**src/rtl/rf_arb_pkg.sv**
```systemverilog
// rf_arb_pkg: shared types, default sizes and helpers for the register-file port arbiter.
package rf_arb_pkg;
  typedef enum logic {INIT, ARB} state_t;
  localparam int DATA_W_DEF = 32;
  localparam int ADDR_W_DEF = 5;
  localparam int NREGS_DEF  = 32;
  function automatic int cnt_w(input int n);
    return (n > 1) ? $clog2(n) : 1;
  endfunction
endpackage

```
**src/rtl/rr_arbiter.sv**
```systemverilog
// rr_arbiter: round-robin one-hot grant with a rotating priority pointer.
module rr_arbiter #(
  parameter int NREQ = 2
) (
  input  logic                    clk,
  input  logic                    rst_n,
  input  logic [NREQ-1:0]         i_valid,
  input  logic                    i_en,
  output logic [NREQ-1:0]         o_grant,
  output logic [$clog2(NREQ)-1:0] o_idx
);
  localparam int PW = $clog2(NREQ);
  logic [PW-1:0] r_ptr;
  logic [PW-1:0] w_j;
  logic          w_found;
  always_comb begin
    o_grant = '0;
    o_idx   = r_ptr;
    w_found = 1'b0;
    w_j     = '0;
    for (int k = 0; k < NREQ; k++) begin
      w_j = PW'((int'(r_ptr) + k) % NREQ);
      if (!w_found && i_en && i_valid[w_j]) begin
        o_grant[w_j] = 1'b1;
        o_idx        = w_j;
        w_found      = 1'b1;
      end
    end
  end
  always_ff @(posedge clk or negedge rst_n)
    if (!rst_n) r_ptr <= '0;
    else if (w_found) r_ptr <= (o_idx == PW'(NREQ - 1)) ? '0 : o_idx + 1'b1;
endmodule

```
**src/rtl/rf_port_arbiter.sv**
```systemverilog
// rf_port_arbiter: zero-fill sweep then round-robin sharing of a single-port register file.
// Optional: RFARB_ZERO_REG_EN makes address 0 a hardwired zero register.
module rf_port_arbiter
  import rf_arb_pkg::*;
#(
  parameter int DATA_W = DATA_W_DEF,
  parameter int ADDR_W = ADDR_W_DEF,
  parameter int NREGS  = NREGS_DEF,
  parameter int NREQ   = 2
) (
  input  logic                   clkout,
  input  logic                   rst_n,
  input  logic [NREQ-1:0]        req_valid,
  input  logic [NREQ-1:0]        req_we,
  input  logic [NREQ*ADDR_W-1:0] req_addr,
  input  logic [NREQ*DATA_W-1:0] req_wdata,
  output logic [NREQ-1:0]        req_ready,
  output logic [NREQ-1:0]        rsp_valid,
  output logic [DATA_W-1:0]      rsp_rdata,
  output logic                   init_done,
  output logic                   rf_sal,
  output logic [ADDR_W-1:0]      rf_addr,
  output logic [DATA_W-1:0]      rf_result,
  input  logic [DATA_W-1:0]      rf_rdata
);
  localparam int CW = cnt_w(NREGS);
  localparam int IW = $clog2(NREQ);
  state_t              r_state, w_next;
  logic [CW-1:0]       r_cnt;
  logic [NREQ-1:0]     r_rsp;
  logic                r_zero;
  logic [NREQ-1:0]     w_grant;
  logic [IW-1:0]       w_idx;
  logic                w_gnt, w_we, w_zero;
  logic [ADDR_W-1:0]   w_addr;
  logic [DATA_W-1:0]   w_wdata;

  rr_arbiter #(.NREQ(NREQ)) u_rr (
    .clk     (clkout),
    .rst_n   (rst_n),
    .i_valid (req_valid),
    .i_en    (r_state == ARB),
    .o_grant (w_grant),
    .o_idx   (w_idx)
  );

  assign w_gnt   = |w_grant;
  assign w_we    = req_we[w_idx];
  assign w_addr  = req_addr[w_idx*ADDR_W +: ADDR_W];
  assign w_wdata = req_wdata[w_idx*DATA_W +: DATA_W];
`ifdef RFARB_ZERO_REG_EN
  assign w_zero = (w_addr == '0);
`else
  assign w_zero = 1'b0;
`endif

  always_ff @(posedge clkout or negedge rst_n)
    if (!rst_n) begin
      r_state <= INIT;
      r_cnt   <= '0;
      r_rsp   <= '0;
      r_zero  <= 1'b0;
    end else begin
      r_state <= w_next;
      if (r_state == INIT) r_cnt <= r_cnt + 1'b1;
      r_rsp   <= w_grant & {NREQ{~w_we}};
      r_zero  <= w_gnt & ~w_we & w_zero;
    end

  always_comb w_next = (r_state == INIT && r_cnt == CW'(NREGS - 1)) ? ARB : r_state;

  // Idle cycles issue a harmless read of address 0 with no response.
  always_comb begin
    req_ready = w_grant;
    rsp_valid = r_rsp;
    rsp_rdata = r_zero ? '0 : rf_rdata;
    init_done = (r_state == ARB);
    rf_sal    = (r_state == INIT) | (w_gnt & w_we & ~w_zero);
    rf_addr   = (r_state == INIT) ? ADDR_W'(r_cnt) : w_gnt ? w_addr : '0;
    rf_result = (r_state == ARB && w_gnt) ? w_wdata : '0;
  end
endmodule

```
**config.mk**
```make
export PLATFORM = sky130hd
export DESIGN_NAME = rf_port_arbiter
export DESIGN_NICKNAME = d
export VERILOG_FILES = /design/src/rtl/rf_arb_pkg.sv /design/src/rtl/rr_arbiter.sv /design/src/rtl/rf_port_arbiter.sv
export SDC_FILE = /design/constraint.sdc
export NUM_CORES = 1
export LEC_CHECK = 0
export CORE_MARGIN = 4
export CORE_UTILIZATION = 24
export DETAILED_ROUTE_END_ITERATION = 7
export GPL_TIMING_DRIVEN = 1
export PLACE_DENSITY_LB_ADDON = 0.3
export SETUP_SLACK_MARGIN = 0.15
export SLEW_MARGIN = 10
export SYNTH_ARGS = -nofsm -noshare
export SYNTH_HDL_FRONTEND = slang
export SYNTH_SLANG_ARGS = --single-unit
```
**constraint.sdc**
```tcl
create_clock -name clkout -period 1.54 [get_ports clkout]
set_input_delay 0.154 -clock clkout [delete_from_list [all_inputs] [get_ports clkout]]
set_output_delay 0.154 -clock clkout [all_outputs]
set_load 0.005 [all_outputs]
```
# Yosys cells after proc, flatten, opt, wreduce, memory -nomap -nowiden
# Index checks and enable logic that the tools add are counted.
# op_classes
n_addsub	3
mul	1
magnitude_cmp	5
eq_ne	1
shift	2
mux	19
bitwise_logic	6
reduce_logical	9
# ops
op	count
variable part select 64 x 7 -> 32 bit	1
2-to-1 mux 32 bit	1
2-to-1 mux 1 bit	12
2-to-1 mux 5 bit	2
variable part select 10 x 5 -> 5 bit	1
logical AND 1 bit	7
< comparator 1 x 2 -> 1 bit, second input constant	3
adder 5 x 1 -> 5 bit, second input constant	1
== test 5 bit, second input constant	1
multiplier 1 x 3 -> 4 bit, second input constant	1
2-to-1 mux 2 bit	2
adder 1 bit, second input constant	2
bitwise AND 2 bit	1
demux 1 bit (select 1 bit)	2
greater-or-equal comparator 1 bit, second input constant	2
NOT 1 bit	2
bitwise OR 2 bit	1
OR reduction 2 bit	1
bitwise AND 1 bit	1
zero test 1 bit	1
bitwise OR 1 bit	1
# word_totals
regBits	9
in_bits	112
output_inout_bits	75

# Logic depth before layout (Yosys ltp)
# logic_depth
depth_word	12
ltp_mapped	5

# Modules after synthesis
# From an unflattened synthesis, not the netlist that was laid out.
# unflattened
cells_unflattened	155
hier_area_um2	1333.8
# by_module_without_submodules
mod	n_inst	cells_each	area_each_um2	seq_area_each_um2
rf_port_arbiter	1	144	1255.0	200.2
rr_arbiter	1	11	78.8	25.0

# Least setup slack after synthesis
# Ideal clock, no wire load.
# synth_timing
path_kind	register -> register
startpoint	reg r_cnt[0]
endpoint	reg r_cnt[4]
arrival_ns	1.271
slack_ns	0.144
stages_incl_launch_ff	5
path_buffers	0
period_less_slack_ns	1.396
cell_sequence	dfrtp_1 > ha_1 > and3_1 > ha_1 > mux2_2
# synth_via
elab_chain_len	1
# synth_lines
item	line_no	rtl
start, declared	rf_port_arbiter.sv:29	logic [CW-1:0] r_cnt;
start signal, assigned	rf_port_arbiter.sv:65	if (r_state == INIT) r_cnt <= r_cnt + 1'b1;
adder 5 x 1 -> 5 bit	rf_port_arbiter.sv:65	
# Every way passes these cells.
# A chain may end at the register's enable or synchronous reset.

# Final worst setup path
# layout_timing
startpoint	reg u_rr.r_ptr
endpoint	out rf_result[3]
# layout_via
elab_chain_len	11
elab_cells_between_ends	28
cone_classes	add/sub: 1; order compare: 4; shift: 1; mux: 13; bitwise: 1; reduce/logical: 8
# layout_lines
item	line_no	rtl
start, declared	rr_arbiter.sv:13	logic [PW-1:0] r_ptr;
start signal, assigned	rr_arbiter.sv:32	else if (w_found) r_ptr <= (o_idx == PW'(NREQ - 1)) ? '0 : o_idx + 1'b1;
branches (longest 10 deep; another with variable part select 64 x 7 -> 32 bit)	-	
2-to-1 mux 32 bit *	rf_port_arbiter.sv:80	rf_result = (r_state == ARB && w_gnt) ? w_wdata : '0;
end, declared	rf_port_arbiter.sv:23	output logic [DATA_W-1:0] rf_result,
# Mark *: on every way between the ends. The select of a mux whose other input is x is not followed.

==> impl_results.md <==
- Status: finished, violations left
- Failing checks: negative setup slack
- Final Hold Vio Count: 0
- First-pass GRT wire length: 8260 µm
- Die Width: 81.2 µm
- Final slew viol count: 0
- CTS Buf Count: 3
- Yosys cell types: 21
- Critical Setup Path Class: reg -> out
- Commonest cells after routing, fill and taps aside: clkdlybuf4s50_1 (79), nor2b_1 (34), a32oi_1 (23)
- Number of global-route vias before repair: 1,684
- Final WL: 5680 µm
- Core Footprint: 0.00514 mm²
- Setup_tns: -5.08 ns
- Antenna violations before repair: 0
- Maximum VDD drop: 0.261 mV
- Cell count after synthesis: 158
- N_diodes: 0
- Area Overhead vs Synth: 121%
- CTS Hold Bufs: 0
- Crit path time final: 1.75 ns
- Placed insts: 312
- Worst path slowest cell: dfrtp_2
- All-Layer GR Usage: 16.2%
- Cell Count, Final, Fillers Out: 336
- Avg WL per Cell: 16.9 µm
- Xor/xnor share of the synthesized area: 2.04%
- RSZ-0062 raised after global routing: yes
- Min-delay worst type: in -> async
- Fmax: 573 MHz
- Most common cell after layout, fill and taps aside: clkdlybuf4s50_1
- Nature of the critical path endpoint: output pin
- Post-Synth Simple-Gate Area: 21.9%
- Register area share after synthesis: 17.5%
- DR pass1 iterations: 4
- Worst Max-Slew Pin Slew: 0.389 ns
- Io pins: 187
- Worst-path fanout max: 4
- Worst skew pair latency: 0.23 ns
- # setup viols final: 40
- Compound-Gate Fraction of Synth Area: 29.5%
- Synth Warn #: 0
- Main combinational cell family by area after synthesis: compound AO/OA/AOI/OAI gates
- Design Power: 1.35 mW
- Worst endpoint data arrival time: 1.59 ns
- Seq cells post-synth: 9
- Nets: 381
- Drt initial violations: 39
- Critical-path cell list: nand2b_4 -> bufbuf_16 -> a32oi_2 -> nor2b_1 -> clkdlybuf4s15_2
- Clk sink count: 9
- Dpl hpwl: 3960 µm
- Area after DPL: 0.00241 mm²
- Average size of a mapped cell: 8.15 µm²
- Worst EP required: 1.39 ns
- Root Buffer: clkbuf_8
- Leakage: 1.20 nW
- Fin crit share: 113%
- Vias after detailed routing: 1,633
- Worst path top cell family by delay: buffers and inverters
- Synth top area share: 25.9%
- GPL Wtd Cong: 0.645
- Total grt overflow: 0
- Multiplexer share of the synthesized area: 1.75%
- Slowest stage delay, CP: 0.43 ns
- Bufs on Longest Clock Path: 2
- Largest net degree at the start of global routing: 24
- Share of cells above drive strength 1: 32.7%
- Max-cap violations: 0
- Die area: 0.00660 mm²
- Initial Util: 25.0%
- TritonCTS clock tree: built
- Port Buffers: 122
- Final ANT Viol Nets: 0
- Worst hold slack: 0.216 ns
- Final Cell Area: 0.00284 mm²
- Row count: 26
- Cell area power density: 475 mW/mm²
- Startpoint class of the critical path: flip-flop
- Top cells by area, synth: a32oi_1 (26%), buf_4 (20%), dfrtp_1 (17%), nor2b_1 (17%), clkbuf_1 (2.6%)
- Die height: 81.2 µm
- # H-tree levels: 1
- Area leader, netlist: a32oi_1
- Buffers & Inverters on Critical Path: 2
- Adder-cell share of the synthesized area: 1.94%
- Drt via density: 4.86
- # DRC: 0
- Util after Layout: 55.3%
- Worst setup margin: -0.206 ns
- Clk_skew: 0.000531 ns
- Synthesized Nets: 272
- Worst slew margin: 74.0%
- Worst-path clk slew: 0.04 ns
- Worst slack, placed: -0.457 ns
- Cell area after synthesis: 0.00129 mm²
[worst register-to-register path, delay by kind of cell (launching register included)]
family                 cells  cell delay (ns)
AOI/OAI and AO/OA          1             0.16
buffers and inverters      4             0.45
DFF                        1             0.43
and+or+nand+nor            2             0.25
[routing by layer]
metal  part of all wire (%)  global-route usage [%]  vias to the layer above
met3                    8.0                    3.33                       10
met5                      0                       0                        -
met4                    1.4                    4.56                        0
li1                       -                       -                      782
met2                     52                    31.0                       73
met1                     39                    17.8                      768
[synthesized netlist by cell type (all sizes together)]
| cell type | count |
|---|---|
| ha | 2 |
| nand4b | 1 |
| and2 | 1 |
| dfrtp | 9 |
| mux2 | 2 |
| xnor2 | 3 |
| a31oi | 1 |
| clkbuf | 9 |
| and3 | 2 |
| or2 | 1 |
| nand2b | 2 |
| a21boi | 1 |
| a32oi | 38 |
| nor2 | 5 |
| buf | 40 |
| nor2b | 34 |
| nand2 | 1 |
| a21oi | 6 |
[state kept, by name (all words and copies together) (netlist names)]
name        flops
u_rr.r_ptr      1
rsp_valid       2
init_done       1
r_cnt           5
[layout make-up]
cell class                      count  area, µm²
Sequential cell                     9        228
Timing Repair Buffer              153       1590
Fill cell                         494       2300
Tap cell                           70       87.6
Clock buffer                        4       45.0
Multi-Input combinational cell    100        891
[kinds of logic after synthesis]
| logic type | Yosys count |
|---|---|
| multiplexers | 2 |
| buffers and inverters | 49 |
| AND/OR/NAND/NOR | 47 |
| adder cells (fa/ha/maj) | 2 |
| AO/OA/AOI/OAI | 46 |
| flip-flops | 9 |
| XOR/XNOR | 3 |
[worst paths after layout]
kind,from,endpoint,slack [ns],cells past startpoint
setup / recovery,u_rr.r_ptr,rf_result[3],-0.21,5
max in group asynchronous,rst_n,u_rr.r_ptr,1.02,1
hold / removal,rst_n,rsp_valid[1],0.22,1
min in group clkout,rf_rdata[15],rsp_rdata[15],0.31,0
hold reg to reg,r_cnt[3],r_cnt[3],0.52,1
setup reg to reg,u_rr.r_ptr,rsp_valid[0],0.18,7
[repair_timing]
action,in CTS,in global routing
buffers inserted,11,1
resized for setup,134,22
gates cloned,7,1
pin swaps,25,8
setup endpoints to repair,42,42
[where the power goes]
| group | switching [mW] | internal (mW) | total, mW |
|---|---|---|---|
| clock network | 0.0862 | 0.180 | 0.266 |
| registers | 0.00612 | 0.245 | 0.251 |
| logic | 0.291 | 0.541 | 0.832 |
No activity file was read; power rests on OpenSTA's default activity.
==> patch: new RTL, same settings <==
Set the package constant `NREGS_DEF` to 16 (it was 32).
--- a/src/rtl/rf_arb_pkg.sv
+++ b/src/rtl/rf_arb_pkg.sv
@@ -3,7 +3,7 @@
   typedef enum logic {INIT, ARB} state_t;
   localparam int DATA_W_DEF = 32;
   localparam int ADDR_W_DEF = 5;
-  localparam int NREGS_DEF  = 32;
+  localparam int NREGS_DEF  = 16;
   function automatic int cnt_w(input int n);
     return (n > 1) ? $clog2(n) : 1;
   endfunction
Check against the original RTL: same outputs for any inputs over 10 cycles, from zero or initial values and one cycle with rst_n low; that may be too few to reach the edited logic, so the function may still have changed.
==> patch against the unedited design <==
  * The flow still finishes with violations (setup timing)
  * Critical path depth increased by 2
  * Wire length fell by 0.39%
  * Combinational power decreased by 11%
  * Largest power group unchanged
  * Synthesized area fell by 4.6%
  * Power shrank 9.9%
  * Sequential cell count decreased by 1
  * Cell area decreased by 11%
  * Count of clock-buffer cells in the layout fell by 1
  * Cell count down 4.2%
  * Fmax grew 5.8%
  * Worst setup slack better by 0.095 ns
==> patch: results (changes against the unedited design) <==
worst_slack_ns: -0.1106  # +0.09526 ns
grt_max_degree: 31  # +29%
area_share_nonclk_buffers: 0.5666  # +0.006757
cpMaxStageDelayCell: "dfrtp_1"
grtUsageTotal: 0.1573  # -0.004657
multi_input_area_share: 0.3041  # -0.009268
use_met2: 0.3013  # -0.008188
fin_worst_skew_ns: 0.002758  # +0.002227 ns
setup_viol: 33  # -18%
endpoint: "rf_addr[2]"
grt_pass1_vias: 1566  # -7.0%
nMultiInputCombCells: 96  # -4.0%
via_per_inst: 4.894  # +0.71%
drt-met1-wl_microns: 2191  # -0.77%
met1_usage: 0.1754  # -0.002873
place_congestion: 0.7384  # +14%
synthesis.area_sq_mm: 0.001229  # -4.6%
tns_ns: -2.379  # +2.704 ns
nets: 370  # -2.9%
design.seq.count: 8  # -1
largest_register_ffs: 4  # -1
relSlewSlack: 0.7488  # +0.009201
status: "complete, but fails checks"
violations: "setup timing"
area_growth_syn_to_layout_pct: 105.6
rr_worst_depth: 5  # -2
r2r_slack_ns: 0.22  # +0.04 ns
ir_worst_vdd_mv: 0.4066  # +56%
seq_area_frac_synth: 0.1629  # -0.01199
use_met3: 0.03499  # +0.001729
signal_buffers: 148  # -3.3%
dp.cells: 304  # -2.6%
leakagePower_nw: 1.059  # -12%
drtIter0Drc: 31  # -21%
cpPeakStageDelay_ns: 0.41  # -0.02 ns
postSynthAreaPerCell_sq_um: 8.031  # -1.4%
## patch: cells by family (layout without fill, tap and decap cells)
logic type / after synthesis / count (layout) / share of synthesized area
buf+inv: 49 / 151 / 0.2627
compound gates: 46 / 46 / 0.3126
simple gates: 45 / 45 / 0.2210
flops: 8 / 8 / 0.1629
xor+xnor: 3 / 3 / 0.02139
fa+ha+maj: 1 / 1 / 0.01018
mux: 1 / 1 / 0.009164
## patch: what timing repair did
action                     CTS  global route
resized for setup          173             8
gates cloned                 4             4
pin swaps                    9             5
setup endpoints to repair   41            40
setup buffers                6             1
## patch: where the power goes
| part | switching [mW] | internal (mW) | total (mW) | leakage [nW] |
|---|---|---|---|---|
| sequential | 0.00618 | 0.218 | 0.224 | 0.102 |
| combinational | 0.271 | 0.470 | 0.741 | 0.936 |
| clock | 0.0812 | 0.169 | 0.250 | 0.0216 |
| total | 0.359 | 0.858 | 1.22 | 1.06 |
